**src/rtl/axi_pkg.sv**
```systemverilog
// rtl/axi_pkg.sv - shared constants and types for the AXI4-Lite physical-memory responder
package axi_pkg;

  // FSM encodings
  localparam logic [2:0] ST_IDLE    = 3'd0;
  localparam logic [2:0] ST_RD_WAIT = 3'd1;
  localparam logic [2:0] ST_RD_RESP = 3'd2;
  localparam logic [2:0] ST_WR_WAIT = 3'd3;
  localparam logic [2:0] ST_WR_RESP = 3'd4;

  // AXI response codes; this block only ever returns OKAY
  localparam logic [1:0] RESP_OKAY   = 2'b00;
  localparam logic [1:0] RESP_SLVERR = 2'b10;

  // Which request type won the most recent grant
  typedef enum logic {
    GRANT_RD = 1'b0,
    GRANT_WR = 1'b1
  } grant_e;

endpackage

```
**src/rtl/axi_lite_pmem_slave_if.sv**
```systemverilog
// rtl/axi_lite_pmem_slave_if.sv - AXI4-Lite bus plus physical-memory access port
interface axi_lite_pmem_slave_if #(
  parameter int ADDR_W = 64,
  parameter int DATA_W = 64
);

  // Read address / data channels
  logic [ADDR_W-1:0]   araddr;
  logic                arvalid;
  logic                arready;
  logic [DATA_W-1:0]   rdata;
  logic [1:0]          rresp;
  logic                rvalid;
  logic                rready;

  // Write address / data / response channels
  logic [ADDR_W-1:0]   awaddr;
  logic                awvalid;
  logic                awready;
  logic [DATA_W-1:0]   wdata;
  logic [DATA_W/8-1:0] wstrb;
  logic                wvalid;
  logic                wready;
  logic [1:0]          bresp;
  logic                bvalid;
  logic                bready;

  // Memory access port: one-cycle read/write strobes toward simulated memory.
  // Read data is expected combinationally in the strobe cycle.
  logic                mem_rd_en;
  logic                mem_wr_en;
  logic [ADDR_W-1:0]   mem_addr;
  logic [DATA_W-1:0]   mem_wdata;
  logic [DATA_W/8-1:0] mem_wstrb;
  logic [DATA_W-1:0]   mem_rdata;

  modport slave (
    input  araddr, arvalid, rready,
    input  awaddr, awvalid, wdata, wstrb, wvalid, bready,
    input  mem_rdata,
    output arready, rdata, rresp, rvalid,
    output awready, wready, bresp, bvalid,
    output mem_rd_en, mem_wr_en, mem_addr, mem_wdata, mem_wstrb
  );

  modport master (
    output araddr, arvalid, rready,
    output awaddr, awvalid, wdata, wstrb, wvalid, bready,
    output mem_rdata,
    input  arready, rdata, rresp, rvalid,
    input  awready, wready, bresp, bvalid,
    input  mem_rd_en, mem_wr_en, mem_addr, mem_wdata, mem_wstrb
  );

endinterface

```
**src/rtl/axi_lite_pmem_slave_lat_counter.sv**
```systemverilog
// rtl/axi_lite_pmem_slave_lat_counter.sv - 4-bit loadable down-counter timing the memory wait
module lat_counter (
  input  logic       clk,
  input  logic       rst,
  input  logic       i_load,
  input  logic [3:0] i_load_val,
  input  logic       i_dec,
  output logic       o_zero
);

  logic [3:0] r_count;

  // Load has priority; decrement saturates at zero so the flag stays asserted
  always_ff @(posedge clk) begin
    if (rst) begin
      r_count <= 4'd0;
    end else if (i_load) begin
      r_count <= i_load_val;
    end else if (i_dec && (r_count != 4'd0)) begin
      r_count <= r_count - 4'd1;
    end
  end

  assign o_zero = (r_count == 4'd0);

endmodule

```
**src/rtl/axi_lite_pmem_slave.sv**
```systemverilog
// rtl/axi_lite_pmem_slave.sv - single-outstanding AXI4-Lite responder in front of simulated memory
module axi_lite_pmem_slave
  import axi_pkg::*;
#(
  parameter int LATENCY = 2,
  parameter int ADDR_W  = 64,
  parameter int DATA_W  = 64
) (
  input logic                  clk,
  input logic                  rst,
  axi_lite_pmem_slave_if.slave bus
);

  // Counter reload so the response rises exactly LATENCY edges after accept
  localparam logic [3:0]        LOAD_VAL   = 4'(LATENCY - 1);
  localparam logic [ADDR_W-1:0] ALIGN_MASK = {{(ADDR_W-3){1'b1}}, 3'b000};

  logic [2:0]          r_state;
  grant_e              r_last_grant;
  logic [ADDR_W-1:0]   r_addr;
  logic [DATA_W-1:0]   r_wdata;
  logic [DATA_W/8-1:0] r_wstrb;
  logic [DATA_W-1:0]   r_rdata;

  logic w_idle;
  logic w_wr_full;
  logic w_rd_wins;
  logic w_grant_rd;
  logic w_grant_wr;
  logic w_waiting;
  logic w_cnt_zero;

  // A write is only eligible when address and data arrive together.
  // On contention the type opposite to the previous grant wins.
  assign w_idle     = !rst && (r_state == ST_IDLE);
  assign w_wr_full  = bus.awvalid && bus.wvalid;
  assign w_rd_wins  = bus.arvalid && (!w_wr_full || (r_last_grant == GRANT_WR));
  assign w_grant_rd = w_idle && w_rd_wins;
  assign w_grant_wr = w_idle && w_wr_full && !w_rd_wins;
  assign w_waiting  = (r_state == ST_RD_WAIT) || (r_state == ST_WR_WAIT);

  lat_counter u_lat_counter (
    .clk        (clk),
    .rst        (rst),
    .i_load     (w_grant_rd || w_grant_wr),
    .i_load_val (LOAD_VAL),
    .i_dec      (w_waiting),
    .o_zero     (w_cnt_zero)
  );

  // Transaction FSM with request capture and read-data register
  always_ff @(posedge clk) begin
    if (rst) begin
      r_state      <= ST_IDLE;
      r_last_grant <= GRANT_WR;
      r_addr       <= '0;
      r_wdata      <= '0;
      r_wstrb      <= '0;
      r_rdata      <= '0;
    end else begin
      case (r_state)
        ST_IDLE: begin
          if (w_grant_rd) begin
            r_state      <= ST_RD_WAIT;
            r_addr       <= bus.araddr;
            r_last_grant <= GRANT_RD;
          end else if (w_grant_wr) begin
            r_state      <= ST_WR_WAIT;
            r_addr       <= bus.awaddr;
            r_wdata      <= bus.wdata;
            r_wstrb      <= bus.wstrb;
            r_last_grant <= GRANT_WR;
          end
        end
        ST_RD_WAIT: begin
          if (w_cnt_zero) begin
            r_rdata <= bus.mem_rdata;
            r_state <= ST_RD_RESP;
          end
        end
        ST_RD_RESP: begin
          if (bus.rready) r_state <= ST_IDLE;
        end
        ST_WR_WAIT: begin
          if (w_cnt_zero) r_state <= ST_WR_RESP;
        end
        ST_WR_RESP: begin
          if (bus.bready) r_state <= ST_IDLE;
        end
        default: r_state <= ST_IDLE;
      endcase
    end
  end

  // Handshake outputs; everything reads as idle while reset is held
  assign bus.arready = w_grant_rd;
  assign bus.awready = w_grant_wr;
  assign bus.wready  = w_grant_wr;
  assign bus.rvalid  = !rst && (r_state == ST_RD_RESP);
  assign bus.bvalid  = !rst && (r_state == ST_WR_RESP);
  assign bus.rdata   = rst ? '0 : r_rdata;
  assign bus.rresp   = RESP_OKAY;
  assign bus.bresp   = RESP_OKAY;

  // Memory strobes fire for exactly one cycle, when the wait expires.
  // Gating with rst keeps a write caught by reset from ever committing.
  assign bus.mem_rd_en = !rst && (r_state == ST_RD_WAIT) && w_cnt_zero;
  assign bus.mem_wr_en = !rst && (r_state == ST_WR_WAIT) && w_cnt_zero;
  assign bus.mem_addr  = r_addr & ALIGN_MASK;
  assign bus.mem_wdata = r_wdata;
  assign bus.mem_wstrb = r_wstrb;

endmodule

```
**src/flat_wrapper.sv**
```systemverilog
// flat-port wrapper written by rule: the top's interface ports become plain ports
module axi_lite_pmem_slave_flat import axi_pkg::*;
#(
  parameter int LATENCY = 2,
  parameter int ADDR_W  = 64,
  parameter int DATA_W  = 64
)
  (clk, rst, bus_araddr, bus_arvalid, bus_rready, bus_awaddr, bus_awvalid, bus_wdata, bus_wstrb, bus_wvalid, bus_bready, bus_mem_rdata, bus_arready, bus_rdata, bus_rresp, bus_rvalid, bus_awready, bus_wready, bus_bresp, bus_bvalid, bus_mem_rd_en, bus_mem_wr_en, bus_mem_addr, bus_mem_wdata, bus_mem_wstrb);
  axi_lite_pmem_slave_if #(.ADDR_W(ADDR_W), .DATA_W(DATA_W)) bus_i ();
  input logic clk;
  input logic rst;
  input wire logic [$bits(bus_i.araddr)-1:0] bus_araddr;
  input wire logic [$bits(bus_i.arvalid)-1:0] bus_arvalid;
  input wire logic [$bits(bus_i.rready)-1:0] bus_rready;
  input wire logic [$bits(bus_i.awaddr)-1:0] bus_awaddr;
  input wire logic [$bits(bus_i.awvalid)-1:0] bus_awvalid;
  input wire logic [$bits(bus_i.wdata)-1:0] bus_wdata;
  input wire logic [$bits(bus_i.wstrb)-1:0] bus_wstrb;
  input wire logic [$bits(bus_i.wvalid)-1:0] bus_wvalid;
  input wire logic [$bits(bus_i.bready)-1:0] bus_bready;
  input wire logic [$bits(bus_i.mem_rdata)-1:0] bus_mem_rdata;
  output wire logic [$bits(bus_i.arready)-1:0] bus_arready;
  output wire logic [$bits(bus_i.rdata)-1:0] bus_rdata;
  output wire logic [$bits(bus_i.rresp)-1:0] bus_rresp;
  output wire logic [$bits(bus_i.rvalid)-1:0] bus_rvalid;
  output wire logic [$bits(bus_i.awready)-1:0] bus_awready;
  output wire logic [$bits(bus_i.wready)-1:0] bus_wready;
  output wire logic [$bits(bus_i.bresp)-1:0] bus_bresp;
  output wire logic [$bits(bus_i.bvalid)-1:0] bus_bvalid;
  output wire logic [$bits(bus_i.mem_rd_en)-1:0] bus_mem_rd_en;
  output wire logic [$bits(bus_i.mem_wr_en)-1:0] bus_mem_wr_en;
  output wire logic [$bits(bus_i.mem_addr)-1:0] bus_mem_addr;
  output wire logic [$bits(bus_i.mem_wdata)-1:0] bus_mem_wdata;
  output wire logic [$bits(bus_i.mem_wstrb)-1:0] bus_mem_wstrb;
  assign bus_i.araddr = bus_araddr;
  assign bus_i.arvalid = bus_arvalid;
  assign bus_i.rready = bus_rready;
  assign bus_i.awaddr = bus_awaddr;
  assign bus_i.awvalid = bus_awvalid;
  assign bus_i.wdata = bus_wdata;
  assign bus_i.wstrb = bus_wstrb;
  assign bus_i.wvalid = bus_wvalid;
  assign bus_i.bready = bus_bready;
  assign bus_i.mem_rdata = bus_mem_rdata;
  assign bus_arready = bus_i.arready;
  assign bus_rdata = bus_i.rdata;
  assign bus_rresp = bus_i.rresp;
  assign bus_rvalid = bus_i.rvalid;
  assign bus_awready = bus_i.awready;
  assign bus_wready = bus_i.wready;
  assign bus_bresp = bus_i.bresp;
  assign bus_bvalid = bus_i.bvalid;
  assign bus_mem_rd_en = bus_i.mem_rd_en;
  assign bus_mem_wr_en = bus_i.mem_wr_en;
  assign bus_mem_addr = bus_i.mem_addr;
  assign bus_mem_wdata = bus_i.mem_wdata;
  assign bus_mem_wstrb = bus_i.mem_wstrb;
  axi_lite_pmem_slave #(.LATENCY(LATENCY), .ADDR_W(ADDR_W), .DATA_W(DATA_W)) u_core (.clk(clk), .rst(rst), .bus(bus_i));
endmodule
```
**config.mk**
```make
export PLATFORM = sky130hd
export DESIGN_NAME = axi_lite_pmem_slave_flat
export DESIGN_NICKNAME = d
export VERILOG_FILES = /design/src/rtl/axi_pkg.sv /design/src/rtl/axi_lite_pmem_slave_if.sv /design/src/rtl/axi_lite_pmem_slave_lat_counter.sv /design/src/rtl/axi_lite_pmem_slave.sv /design/src/flat_wrapper.sv
export SDC_FILE = /design/constraint.sdc
export NUM_CORES = 1
export LEC_CHECK = 0
export BUFFER_PORTS_ARGS = -buffer_cell sky130_fd_sc_hd__buf_2
export CELL_PAD_IN_SITES_DETAIL_PLACEMENT = 1
export CELL_PAD_IN_SITES_GLOBAL_PLACEMENT = 1
export CORE_AREA = 4 4 187 189
export CTS_BUF_LIST = sky130_fd_sc_hd__clkbuf_8 sky130_fd_sc_hd__clkbuf_16
export DETAILED_ROUTE_END_ITERATION = 8
export DIE_AREA = 0 0 191 193
export MAX_ROUTING_LAYER = met4
export PLACE_DENSITY_LB_ADDON = 0.1
export SLEW_MARGIN = 20
export SYNTH_ARGS = -nofsm -noshare
export SYNTH_HDL_FRONTEND = slang
export SYNTH_SLANG_ARGS = --single-unit
```
**constraint.sdc**
```tcl
create_clock -name clk -period 6.2 [get_ports clk]
set_input_delay 1.24 -clock clk [delete_from_list [all_inputs] [get_ports clk]]
set_output_delay 1.24 -clock clk [all_outputs]
set_load 0.01 [all_outputs]
```
# ---- Yosys cells after proc, flatten, opt, wreduce, memory -nomap -nowiden
# Index checks and enable logic that the tools add are counted.
dict set report totals {
  ff_bits 208
  inputBits 271
  out_inout_bits 211
  elab_cells 62
}
dict set report classes {
  n_addsub 1
  eq_ne 9
  n_mux 14
  bitwise 1
  n_reduce_logical 29
}
# operator n
set op_table {}
lappend op_table {{64-bit two-way mux} 3}
lappend op_table {{3-bit two-way mux} 6}
lappend op_table {{3-bit one-hot mux with 5 select lines} 1}
lappend op_table {{1-bit logical AND} 13}
lappend op_table {{3-bit by 2-bit equality test with 1-bit output (second input constant)} 2}
lappend op_table {{5-bit AND reduction} 1}
lappend op_table {{4-bit zero test} 1}
lappend op_table {{1-bit two-way mux} 4}
lappend op_table {{2-bit by 1-bit inequality test with 1-bit output (second input constant)} 2}
lappend op_table {{2-bit inequality test (second input constant)} 2}
lappend op_table {{2-bit AND reduction} 2}
lappend op_table {{2-bit nonzero test} 2}
lappend op_table {{4-bit nonzero test} 1}
lappend op_table {{4-bit by 1-bit subtractor with 4-bit output (second input constant)} 1}
lappend op_table {{3-bit by 1-bit equality test with 1-bit output (second input constant)} 1}
lappend op_table {{3-bit equality test (second input constant)} 1}
lappend op_table {{1-bit zero test} 3}
lappend op_table {{3-bit zero test} 1}
lappend op_table {{1-bit logical OR} 3}
lappend op_table {{3-bit by 1-bit inequality test with 1-bit output (second input constant)} 1}
lappend op_table {{3-bit AND reduction} 1}
lappend op_table {{2-bit OR reduction} 1}
lappend op_table {{1-bit NOT} 1}

# ---- Logic depth before layout (Yosys ltp)
# Gate-level depths: netlist (run 1).
dict set report logic_depth {
  depth_word 9
  mapped_depth 9
  mapped_depth_nobuf 6
}

# ---- Hierarchy
# Synthesis (run 1) repeated with hierarchy kept, for this count alone.
dict set report unflattened {
  hier_cells 1125
  area_unflattened_um2 9559.2
}
# mod instances cells_per_inst area_each_um2 seq_area_each_um2
set by_module_without_submodules {}
lappend by_module_without_submodules {axi_lite_pmem_slave 1 1096 9296.4 4023.9}
lappend by_module_without_submodules {lat_counter 1 29 262.8 80.1}

# ---- Worst setup path before layout (run 1)
# No wires, ideal clock.
dict set report synth_path {
  path_type {input to output}
  startpoint {input rst}
  endpoint {output bus_wready}
  arrival_time_ns 2.534
  t_required_ns 4.960
  setup_slack_ns 2.426
  path_stages 6
  n_path_buf 4
  cell_sequence {clkbuf_1 or4_4 a211oi_2 buf_6 buf_8 buf_4}
}
dict set report synth_via {
  elab_chain_cells 4
}
# item line
set synth_rtl {}
lappend synth_rtl {{from (decl)} flat_wrapper.sv:11} ;# input logic rst;
lappend synth_rtl {{1-bit zero test} axi_lite_pmem_slave.sv:35} ;# assign w_idle = !rst && (r_state == ST_IDLE);
lappend synth_rtl {{1-bit logical AND} axi_lite_pmem_slave.sv:35}
lappend synth_rtl {{1-bit logical AND (2 in series)} axi_lite_pmem_slave.sv:39} ;# assign w_grant_wr = w_idle && w_wr_full && !w_rd_wins;
lappend synth_rtl {{to (decl)} flat_wrapper.sv:27} ;# output wire logic [$bits(bus_i.wready)-1:0] bus_wready;
# No other way between the ends.

# ---- Worst setup path in the final report (run 1)
dict set report layout_path {
  startpoint {input rst}
  endpoint {output bus_rdata[41]}
}
dict set report layout_via {
  elab_chain_cells 1
}
# item line
set layout_rtl {}
lappend layout_rtl {{64-bit two-way mux} axi_lite_pmem_slave.sv:101} ;# assign bus.rdata = rst ? '0 : r_rdata;
lappend layout_rtl {{to (decl)} flat_wrapper.sv:23} ;# output wire logic [$bits(bus_i.rdata)-1:0] bus_rdata;
# No other way between the ends.

==> qor.yml, run 1 <==
run_status: "completed"
clkLatencyLatePin_ns: 0.53
worstPathArrival_ns: 2.80
ys.flop_type: "dfxtp_1"
critPathSlowestCell: "buf_4"
cts.sinks: 205
drtIter0Drc: 191
via_count: 7379
htree_levels: 1
leakagePower_uw: 0.00560
dieWidth_um: 191
viasPerCell: 4.33
yosysSeqAreaShare: 0.495
max-cap-violations: 0
setup_viol_count_final: 0
yosysWarnings: 0
min_period_ns: 4.04
synth-seq-cells: 205
wl_per_cell_um: 17.5
cp_max_fo: 75
first_global_vias: 7575
postRouteWirelength_um: 29900
grt_pass1_wl_um: 43800
grt_overflow: 0
coreArea_mm2: 0.0333
grt_use_met1: 0.176
root_buffer: "clkbuf_16"
fill_cells: 3960
synth_cell_types: 39
drive_gt1_frac: 0.420
cts_buffer_depth: 3
port_buffers: 468
grt_max_degree: 91
die_h_um: 193
start_util: 0.249
drc: 0
critical_path_class: "in -> out"
cts_setup_buffers: 0
cts_hold_buf: 0
slew-limit-headroom: 0.392
first_pass_iters: 4
ys_async_sr_fraction: 0
finalSetupTns_ns: 0
grt.busiest_layer: "met2"
cts_buffers: 26
ctsResizeCount: 0
drv_slew: 0
syn-cell-area_mm2: 0.00830
finalHoldViolCount: 0
ioPinCount: 482
cp_cell_sequence: "buf_6 > buf_4 > nor2b_1 > buf_2"
netlist_instances: 797
nNetsFinal: 1502
detail-route-antenna-nets: 0
cp_slowest_stage_delay_ns: 0.68
synthToLayoutAreaGrowth_pct: 41.5
antenna_found_initial: 4
place.gp.congestion: 0.723
whs_ns: 0.481
power_density_mw_per_mm2: 397
tightest_slew_ns: 0.912
met3_usage: 0.0414
placementRows: 67
fmaxAchievable_mhz: 247
final_util: 0.353
vdd_drop_max_v: 0.000204
dp_slack_ns: 2.13
cts_tree: "done"
skew_ns: 0.0160
syn_avg_cell_area_um2: 10.4
cp-end-kind: "output pin"
worstPathRequired_ns: 4.96
gr-usage-met2: 0.264
period_share: 0.652
hold_class: "reg -> reg"
dp_hpwl_um: 22200
rsz0062_at_grt: "false"
startpoint_type: "primary input"
fin_ws_ns: 2.16
path_clk_slew_ns: 0.06
floorplan.die_area_mm2: 0.0369
globalRouteTotalUtil: 0.153
synth-edff-count: 0
## registers in the layout, summed over array words and instances, names as in the netlist
signal and count:
u_core.bus.mem_wdata 64, u_core.bus.mem_wstrb 8, u_core.r_addr 61, u_core.r_last_grant 1, u_core.r_rdata 64, u_core.r_state 3
u_core.u_lat_counter.r_count 4
## worst paths after layout
| check | slack, ns | startpoint | endpoint | cells after the start |
|---|---|---|---|---|
| worst max-delay path | 2.16 | rst | bus_rdata[41] | 4 |
| worst min-delay path | 0.48 | u_core.r_addr[49]$_SDFFE_PP0P_ | u_core.r_addr[49]$_SDFFE_PP0P_ | 2 |
| worst max register to register | 3.17 | u_core.u_lat_counter.r_count[0]$_SDFFE_PP0P_ | u_core.r_rdata[48]$_SDFFE_PP0P_ | 8 |
| worst min register to register | 0.48 | u_core.r_addr[49]$_SDFFE_PP0P_ | u_core.r_addr[49]$_SDFFE_PP0P_ | 2 |
## layer usage
| metal | share of wire | vias to the layer above |
|---|---|---|
| li1 | - | 3652 |
| met1 | 0.41 | 3403 |
| met2 | 0.49 | 280 |
| met3 | 0.078 | 44 |
| met4 | 0.023 | 0 |
| met5 | 0 | - |
## worst max-delay path, delay by kind of cell
family	cells	cell delay [ns]
buffers and inverters	3	1.30
AND/OR/NAND/NOR	1	0.14
## cells in the mapped netlist (all sizes together) (3+ instances only)
library cell,instances,share of area
dfxtp,205,0.49
mux2i,134,0.16
nor2,78,0.035
nor2b,66,0.050
o21ai,65,0.039
o22a,64,0.068
nand3b,61,0.055
buf,45,0.047
clkbuf,33,0.015
a21oi,8,0.0048
nand2,6,0.0027
nor3,6,0.0036
nand2b,3,0.0023
## power by group
group          switching [uW]  internal [uW]
clock                     598            995
combinational             721            565
sequential                123           1650
total                    1440           3210
## cell type report
cell class	instances	area, um2	share of cell area
timing repair buffer	477	2420	0.206
clock inverter	20	234	0.0199
multi-input combinational	518	3720	0.317
antenna	6	15.0	0.00128
tap	448	561	0.0478
inverter	2	7.51	0.000640
clock buffer	28	678	0.0578
sequential	205	4100	0.350
## cell usage in the layout (no fill, tap or decap), types with 2 or more instances in the layout
master      netlist  layout
nor2b_1          66      66
dfxtp_1         205     205
clkinv_2          0       6
nor3_1            6       6
a21oi_1           8       8
diode_2           0       6
conb_1            1       7
o22a_1           64      64
buf_4            12       9
nand2_1           6       6
o21ai_1          37      37
mux2i_1         134     134
o21ai_0          28      27
and2_1            2       2
clkinvlp_4        0       2
inv_1             2       8
bufinv_16         0       5
nand3b_1         61      61
nand2b_1          3       3
clkbuf_16         0      26
clkbuf_8          0       2
nor2_1           78      77
buf_2            10     467
## stage by stage
step	std cells	power, uW	area [um2]
6_report	1704	4660	11700
5_1_grt	1702	4960	11700
4_1_cts	1698	4760	11700
3_5_place_dp	1650	3120	10800
3_3_place_gp	1650	3100	10800
2_1_floorplan	803	2620	8320
## logic make-up after synthesis
logic type / Yosys count / synth area share
mux: 134 / 0.162
flops: 205 / 0.495
buf+inv: 80 / 0.0630
fa+ha+maj: 1 / 0.00151
simple gates: 230 / 0.158
xor+xnor: 2 / 0.00211
compound gates: 144 / 0.119
other cells: 1 / 0.000452
(Power assumes the default switching activity.)
==> inputs of run 2 (changes only) <==
--- a/config.mk
+++ b/config.mk
@@ -8,10 +8,10 @@
 export BUFFER_PORTS_ARGS = -buffer_cell sky130_fd_sc_hd__buf_2
 export CELL_PAD_IN_SITES_DETAIL_PLACEMENT = 1
 export CELL_PAD_IN_SITES_GLOBAL_PLACEMENT = 1
-export CORE_AREA = 4 4 187 189
+export CORE_AREA = 4 4 185 187
 export CTS_BUF_LIST = sky130_fd_sc_hd__clkbuf_8 sky130_fd_sc_hd__clkbuf_16
 export DETAILED_ROUTE_END_ITERATION = 8
-export DIE_AREA = 0 0 191 193
+export DIE_AREA = 0 0 189 191
 export MAX_ROUTING_LAYER = met4
 export PLACE_DENSITY_LB_ADDON = 0.1
 export SLEW_MARGIN = 20
==> constraint.sdc (replaced) <==
create_clock -name clk -period 3.4 [get_ports clk]
set_input_delay 0.68 -clock clk [delete_from_list [all_inputs] [get_ports clk]]
set_output_delay 0.68 -clock clk [all_outputs]
set_load 0.01 [all_outputs]
==> qor.yml, run 2 (synthesis gave the netlist of run 1 again) <==
dp_hpwl_um: 22500  # +1.7%
root_buffer: "clkbuf_16"
vdd_drop_max_v: 0.000405  # +98%
ctsResizeCount: 0  # unchanged
cts.sinks: 205  # unchanged
drtIter0Drc: 194  # +1.6%
cp_max_fo: 8  # -89%
drc: 0  # unchanged
worstPathRequired_ns: 2.72  # -2.24 ns
viasPerCell: 4.38  # +1.1%
htree_levels: 1  # unchanged
drv_slew: 0  # unchanged
startpoint_type: "flop"
min_path_cells: 2  # unchanged
cts_tree: "done"
path_clk_slew_ns: 0.06  # about the same
grt_max_degree: 122  # +34%
cts_setup_buffers: 0  # unchanged
drive_gt1_frac: 0.424  # +0.00366
placementRows: 66  # -1.5%
power_density_mw_per_mm2: 706  # +78%
first_global_vias: 7783  # +2.7%
start_util: 0.256  # +0.00635
grt_overflow: 0  # unchanged
rsz0062_at_grt: "false"
finalSetupTns_ns: 0  # unchanged
clkLatencyLatePin_ns: 0.52  # about the same
wl_per_cell_um: 17.9  # +2.1%
ioPinCount: 482  # unchanged
floorplan.die_area_mm2: 0.0361  # -2.1%
timing.rr.start: "u_core.u_lat_counter.r_count[0]$_SDFFE_PP0P_"
cts_hold_buf: 0  # unchanged
leakagePower_uw: 0.00559  # -0.11%
skew_ns: 0.00955  # -0.00641 ns
run_status: "completed"
holdCritStartpoint: "bus_mem_rdata[23]"
tightest_slew_ns: 1.04  # +0.125 ns
cts_buffer_depth: 3  # unchanged
first_pass_iters: 4  # unchanged
nNetsFinal: 1507  # +0.33%
max-cap-violations: 0  # unchanged
synthToLayoutAreaGrowth_pct: 41.1
coreArea_mm2: 0.0325  # -2.5%
globalRouteTotalUtil: 0.160  # +0.00715
dieWidth_um: 189  # -1.0%
place.gp.congestion: 0.742  # +2.7%
fill_cells: 3845  # -2.9%
worstPathArrival_ns: 2.36  # -0.44 ns
port_buffers: 468  # unchanged
whs_endpoint: "u_core.r_rdata[23]$_SDFFE_PP0P_"
postRouteWirelength_um: 30400  # +1.7%
multi_input_area_mm2: 0.00372  # unchanged
r2r_slack_ns: 0.81  # -2.36 ns
cp-end-kind: "output pin"
via_count: 7433  # +0.73%
period_share: 0.893
slew-limit-headroom: 0.309  # -0.0830
cts_buffers: 26  # unchanged
hold_class: "in -> reg"
setup_viol_count_final: 0  # unchanged
die_h_um: 191  # -1.0%
mostFrequentLayoutCells: "buf_2 (467), dfxtp_1 (205), mux2i_1 (134)"
antenna_found_initial: 4  # unchanged
final_cells: 1697  # -0.41%
critical_path_class: "reg -> out"
min_period_ns: 3.04
finalHoldViolCount: 0  # unchanged
seqCellArea_mm2: 0.00410  # unchanged
detail-route-antenna-nets: 0  # unchanged
dp.cells: 1649  # -0.061%
rr_worst_depth: 7  # -1
mostFrequentLayoutCell: "buf_2"
fmaxAchievable_mhz: 329
r2r_end: "u_core.r_rdata[28]$_SDFFE_PP0P_"
grt_pass1_wl_um: 44700  # +2.0%
[run 2: metrics by stage]
step	hold WS, ns	utilization	instance area [um2]	setup WS (ns)	power, uW
finish	0.381	0.361	11700	0.364	8270
CTS	0.346	0.361	11700	0.302	8440
global route	0.348	0.361	11700	0.204	8810
global placement	0.464	0.335	10900	0.618	5690
detailed placement	0.473	0.335	10900	0.598	5730
floorplan	0.452	-	8320	0.746	4780
[run 2: report_power, final]
group / internal, uW / switching, uW
combinational: 1050 / 1350
sequential: 3020 / 211
clock: 1590 / 1050
[run 2: layer usage]
metal / track usage / vias up / share of wire
li1: - / 3659 / -
met4: 0.0488 / 0 / 0.025
met3: 0.0453 / 46 / 0.075
met1: 0.180 / 3429 / 0.40
met2: 0.278 / 299 / 0.50
met5: - / - / 0
[run 2: worst max path at each step]
stage | depth (start not counted) | start | endpoint | slack, ns
2_1_floorplan | 6 | rst | bus_wready | 0.75
3_3_place_gp | 6 | rst | u_core.bus.mem_wdata[4]$_SDFFE_PP0P_ | 0.62
3_5_place_dp | 6 | rst | u_core.bus.mem_wdata[27]$_SDFFE_PP0P_ | 0.60
4_1_cts | 6 | u_core.u_lat_counter.r_count[0]$_SDFFE_PP0P_ | bus_mem_rd_en | 0.30
5_1_grt | 6 | u_core.u_lat_counter.r_count[0]$_SDFFE_PP0P_ | bus_mem_rd_en | 0.20
6_report | 6 | u_core.u_lat_counter.r_count[0]$_SDFFE_PP0P_ | bus_mem_rd_en | 0.36
[run 2: worst max-delay path: stages, from the launching register on]
cell and delay (ns):
dfxtp_1 0.33, inv_1 0.06, ha_1 0.17, or3b_1 0.48, or3_2 0.50, nor2_4 0.10
buf_2 0.19
[run 2: cell type report]
cell class              count  share of cell area
inverters                   2            0.000641
well taps                 442              0.0472
repair buffers            482               0.213
clock inverters            13             0.00780
multi-input cells         518               0.318
flip-flops and latches    205               0.350
diodes                      4            0.000855
clock buffers              31              0.0624
